`config.mk`:
```
export PLATFORM = sky130hd
export DESIGN_NAME = univ_shift_reg
export DESIGN_NICKNAME = d
export VERILOG_FILES = /design/src/rtl/univ_shift_reg.sv
export SDC_FILE = /design/constraint.sdc
export NUM_CORES = 1
export LEC_CHECK = 0
export CAP_MARGIN = 20
export CORE_MARGIN = 1.5
export CORE_UTILIZATION = 43
export DETAILED_ROUTE_END_ITERATION = 10
export PLACE_DENSITY = 0.82
export SYNTH_ARGS = -nofsm -noshare
export SYNTH_HDL_FRONTEND = slang
export SYNTH_SLANG_ARGS = --single-unit
```
`constraint.sdc`:
```
create_clock -name clk_i -period 2.1 [get_ports clk_i]
set_input_delay 0.21 -clock clk_i [delete_from_list [all_inputs] [get_ports clk_i]]
set_output_delay 0.21 -clock clk_i [all_outputs]
set_load 0.005 [all_outputs]
```
`src/rtl/univ_shift_reg.sv`:
```
// univ_shift_reg: parametrised universal shift register (hold, shift right,
// shift left, parallel load) with a saturating shift counter, a full flag and
// a one-cycle done pulse when a complete word has been shifted since the last
// load or reset. Usable as a SIPO/PISO serialiser front-end.
//
// Optional feature, selected by defining UNIV_SHIFT_REG_ROTATE_EN:
//   rot_i=1 during a shift recirculates the outgoing bit instead of taking
//   the serial input. Without the macro rot_i is ignored.
module univ_shift_reg #(
    parameter  int WIDTH = 8,
    localparam int CW    = $clog2(WIDTH + 1)
) (
    input  logic             clk_i,
    input  logic             rst_ni,
    input  logic             en_i,
    input  logic [1:0]       mode_i,
    input  logic             si_r_i,
    input  logic             si_l_i,
    input  logic [WIDTH-1:0] d_i,
    input  logic             rot_i,
    output logic [WIDTH-1:0] q_o,
    output logic             so_r_o,
    output logic             so_l_o,
    output logic [CW-1:0]    cnt_o,
    output logic             full_o,
    output logic             done_o
);

    localparam logic [1:0] MODE_HOLD = 2'b00;
    localparam logic [1:0] MODE_SHR  = 2'b01;
    localparam logic [1:0] MODE_SHL  = 2'b10;
    localparam logic [1:0] MODE_LOAD = 2'b11;

    localparam logic [CW-1:0] CNT_MAX  = CW'(WIDTH);
    localparam logic [CW-1:0] CNT_LAST = CW'(WIDTH - 1);

    logic [WIDTH-1:0] q_q, q_d;
    logic [CW-1:0]    cnt_q, cnt_d;
    logic             done_q, done_d;
    logic             in_r, in_l;

`ifdef UNIV_SHIFT_REG_ROTATE_EN
    // Select the bit entering each end: serial input, or the outgoing bit when rotating.
    always_comb begin
        in_r = rot_i ? q_q[0]       : si_r_i;
        in_l = rot_i ? q_q[WIDTH-1] : si_l_i;
    end
`else
    logic unused_rot;
    assign unused_rot = rot_i;

    // Without rotate support the serial inputs always feed the shift.
    always_comb begin
        in_r = si_r_i;
        in_l = si_l_i;
    end
`endif

    // Next-state for register contents, shift counter and done pulse.
    always_comb begin
        q_d    = q_q;
        cnt_d  = cnt_q;
        done_d = 1'b0;
        if (en_i) begin
            case (mode_i)
                MODE_SHR: begin
                    q_d    = {in_r, q_q[WIDTH-1:1]};
                    cnt_d  = (cnt_q == CNT_MAX) ? CNT_MAX : cnt_q + CW'(1);
                    done_d = (cnt_q == CNT_LAST);
                end
                MODE_SHL: begin
                    q_d    = {q_q[WIDTH-2:0], in_l};
                    cnt_d  = (cnt_q == CNT_MAX) ? CNT_MAX : cnt_q + CW'(1);
                    done_d = (cnt_q == CNT_LAST);
                end
                MODE_LOAD: begin
                    q_d   = d_i;
                    cnt_d = '0;
                end
                MODE_HOLD: begin
                    q_d = q_q;
                end
                default: begin
                    q_d = q_q;
                end
            endcase
        end
    end

    // State registers with asynchronous active-low clear.
    always_ff @(posedge clk_i or negedge rst_ni) begin
        if (!rst_ni) begin
            q_q    <= '0;
            cnt_q  <= '0;
            done_q <= 1'b0;
        end else begin
            q_q    <= q_d;
            cnt_q  <= cnt_d;
            done_q <= done_d;
        end
    end

    assign q_o    = q_q;
    assign so_r_o = q_q[0];
    assign so_l_o = q_q[WIDTH-1];
    assign cnt_o  = cnt_q;
    assign full_o = (cnt_q == CNT_MAX);
    assign done_o = done_q;

endmodule

```
==> results.md, run 1 <==
- Outcome: complete, no violations
- Synth cell types: 20
- Antenna viol nets, final: 0
- Initial antenna violation count: 0
- Area delta synth->final: 45.52%
- TNS Setup: 0 ns
- # resized after CTS: 0
- HPWL Detailed: 1.218 mm
- Max-Cap Viols: 0
- Seq/Total Area, Yosys: 44.83%
- Post-Synth XOR/XNOR Area: 0%
- Part of the cycle the worst path needs: 86.20%
- Flop pwr share: approximately 43%
- Crit-path cells: inv_1, ha_1, and3b_1, clkdlybuf4s50_1
- FILL cells: roughly 130
- Buffers and inverters on the worst path: 2
- Synth warnings: 0
- Post-DR wirelength/cell: 13.01 µm
- Gate Count Post-Synth: 79
- Worst min-delay path category: input port to asynchronous set/reset pin
- Commonest non-fill, non-tap cells in the layout: 30 x clkdlybuf4s50_1, 13 x dfrtp_1, 12 x o21ai_1, 10 x nand2_1
- CP top delay family: buffers and inverters
- CTS buffer count: 3
- Adder-cell share of the synthesized area: 8.621%
- Pint: 600.9 µW
- Sinks on Clock Net: 13
- Die H: between 40 and 50 µm
- Mux cell area share after synthesis: 0%
- Reg2reg setup slack: 0.65 ns
- N_diodes: 0
- Clock transition at the registers of the reported paths: 0.08 ns
- Sw Ratio: 31.40%
- Buffer count from post-CTS setup fixing: 0
- Clock skew: 0.003918 ns
- Leakage Power: 0.4525 nW
- Compound-Gate Fraction of Synth Area: 24.83%
- Routed vias/inst: 5.504
- Mapped Area: 725.7 µm²
- Rows: 14
- CP Max Fanout: 6
- Die area: 0.001943 mm²
- Max Root-Sink Buffers: 2
- Total GRT Usage: 18.90%
- RD Place Congestion: 0.7342
- WP data required: 1.89 ns
- Fin. Hold Viols: 0
- Crit-path max cell delay: about 0.50 ns
- Share of cells above drive strength 1: under 10%
- Synth Area in Simple Gates: 15.34%
- Max Slew Vio Count: 0
- Slew headroom: 61.80%
- Iter 0 DRT Violations: 5
- Crit. End Element: output pin
- Largest family of logic cells by synthesized area: compound AO/OA/AOI/OAI gates
- Switching pwr: 275.1 µW
- Clock Power Share: roughly 18%
- Comb power frac: 39.0%
- Number of synthesized register bits: 13
- RSZ-0062 raised after global routing: false
- # H-tree levels: 1
- Critical Path Source Type: flip-flop
- Syn nets: 100
- # IOs: 32
- Core area: about 0.0015 mm²
- Worst-Margin Slew: 0.5712 ns
- Worst hold slack: between 0.2 and 0.3 ns
- Largest net degree at the start of global routing: 15
- Initial core utilization: 47.08%
- Clk_lat worst skew: ~0.28 ns
- Syn Area/Cell: 9.186 µm²
- Routed vias: 688
- Pre-antenna DRT Iters: 4
- Critical Path Slowest Stage Cell: clkdlybuf4s50_1
- Port bufs: 30
- R2R depth: 5
- Setup-failing EPs final: 0
- CP Depth: 4
- CTS tree: done
- Fmax: between 0.5 and 0.6 GHz
- Tmin final: 1.810 ns
- Die width: 44.08 µm
- Maximum VDD drop: a little under 0.0006 V
- Drt drc: 0
- Vias in the first global route: between 600 and 700
- Root buf cell: clkbuf_4
- Crit path kind: flip-flop to output pin
- DRT Wirelength: about 1.6 mm
- Total gr overflow: 0
- PD cells: 829.5 mW/mm²
- Hold Buf Count CTS: 0
- Critical Path AT: between 1.5 and 2 ns
- Commonest non-fill, non-tap cell in the layout: clkdlybuf4s50_1
- First-pass GRT wire length: about 2.7 mm
- Final nets: 131
-- state kept, by name (all words and copies together) (netlist names) --
name and flops:
cnt_o 4, done_o 1, q_o 8
-- power by group through the flow --
stage / logic (mW) / registers (mW) / clock network [mW]
3_3_place_gp: 0.339 / 0.377 / 0
6_report: 0.342 / 0.375 / 0.159
3_5_place_dp: 0.344 / 0.379 / 0
2_1_floorplan: 0.145 / 0.372 / 0
5_1_grt: 0.385 / 0.388 / 0.174
4_1_cts: 0.346 / 0.375 / 0.165
-- cell families after synthesis --
logic type / Yosys count
adder cells (fa/ha/maj): 5
buffers and inverters: 10
AND/OR/NAND/NOR: 22
flip-flops: 13
AO/OA/AOI/OAI: 29
-- cell usage after synthesis --
master / instances / share of area, %
nand2_1: 10 / 5.2
buf_2: 1 / 0.69
buf_4: 2 / 2.1
ha_1: 5 / 8.6
a22o_1: 8 / 9.7
inv_1: 4 / 2.1
a221o_1: 1 / 1.4
dfrtp_1: 13 / 45
nor3b_1: 1 / 1.0
nor2b_1: 1 / 0.86
nor2_2: 1 / 0.86
nor2_1: 1 / 0.52
o21ai_1: 12 / 8.3
nand2b_1: 3 / 2.6
and3b_1: 1 / 1.2
a21oi_1: 8 / 5.5
nor4_1: 1 / 0.86
or3_1: 1 / 0.86
clkbuf_1: 3 / 1.6
nand3_1: 2 / 1.4
-- metal layers --
metal  wire length, µm  GRT usage (%)  vias up
met2               845          32.65       24
met1               669          21.37      326
met4                13          7.879        0
met5                 0              0        -
li1                  -              -      336
met3                97          6.122        2
-- stage by stage --
step	worst slack (ns)	utilization (%)	std cells	power [mW]	cell area (µm²)
3_3_place_gp	0.3434	66.80	121	0.7166	1030
2_1_floorplan	0.7231	-	79	0.5167	725.7
4_1_cts	0.2708	68.51	125	0.8864	1056
5_1_grt	0.1791	68.51	125	0.9467	1056
6_report	0.2897	68.51	125	0.8760	1056
3_5_place_dp	0.3428	66.80	121	0.7229	1030
-- path summary, 6_finish.rpt --
kind	start	end
max in group asynchronous	rst_ni	q_o[0]
max reg2reg	cnt_o[0]	cnt_o[2]
min reg2reg	cnt_o[3]	done_o
min in group clk_i	en_i	done_o
min	rst_ni	cnt_o[2]
max	cnt_o[0]	full_o
-- layout make-up --
type | instances | area (µm²) | share of cell area, %
inverter | 4 | 15.01 | 1.422
sequential | 13 | 325.3 | 30.81
timing repair buffer | 32 | 315.3 | 29.86
tap | 16 | 20.02 | 1.896
multi-input combinational | 56 | 354.1 | 33.53
clock buffer | 4 | 26.28 | 2.488
Note: power is estimated with default switching activity, not from simulation.
==> run 2: changes to the inputs <==
Settings changed: SLEW_MARGIN from default to 20.
==> results of run 2 <==
No change in the layout: final DEF, timing and power equal those of run 1.
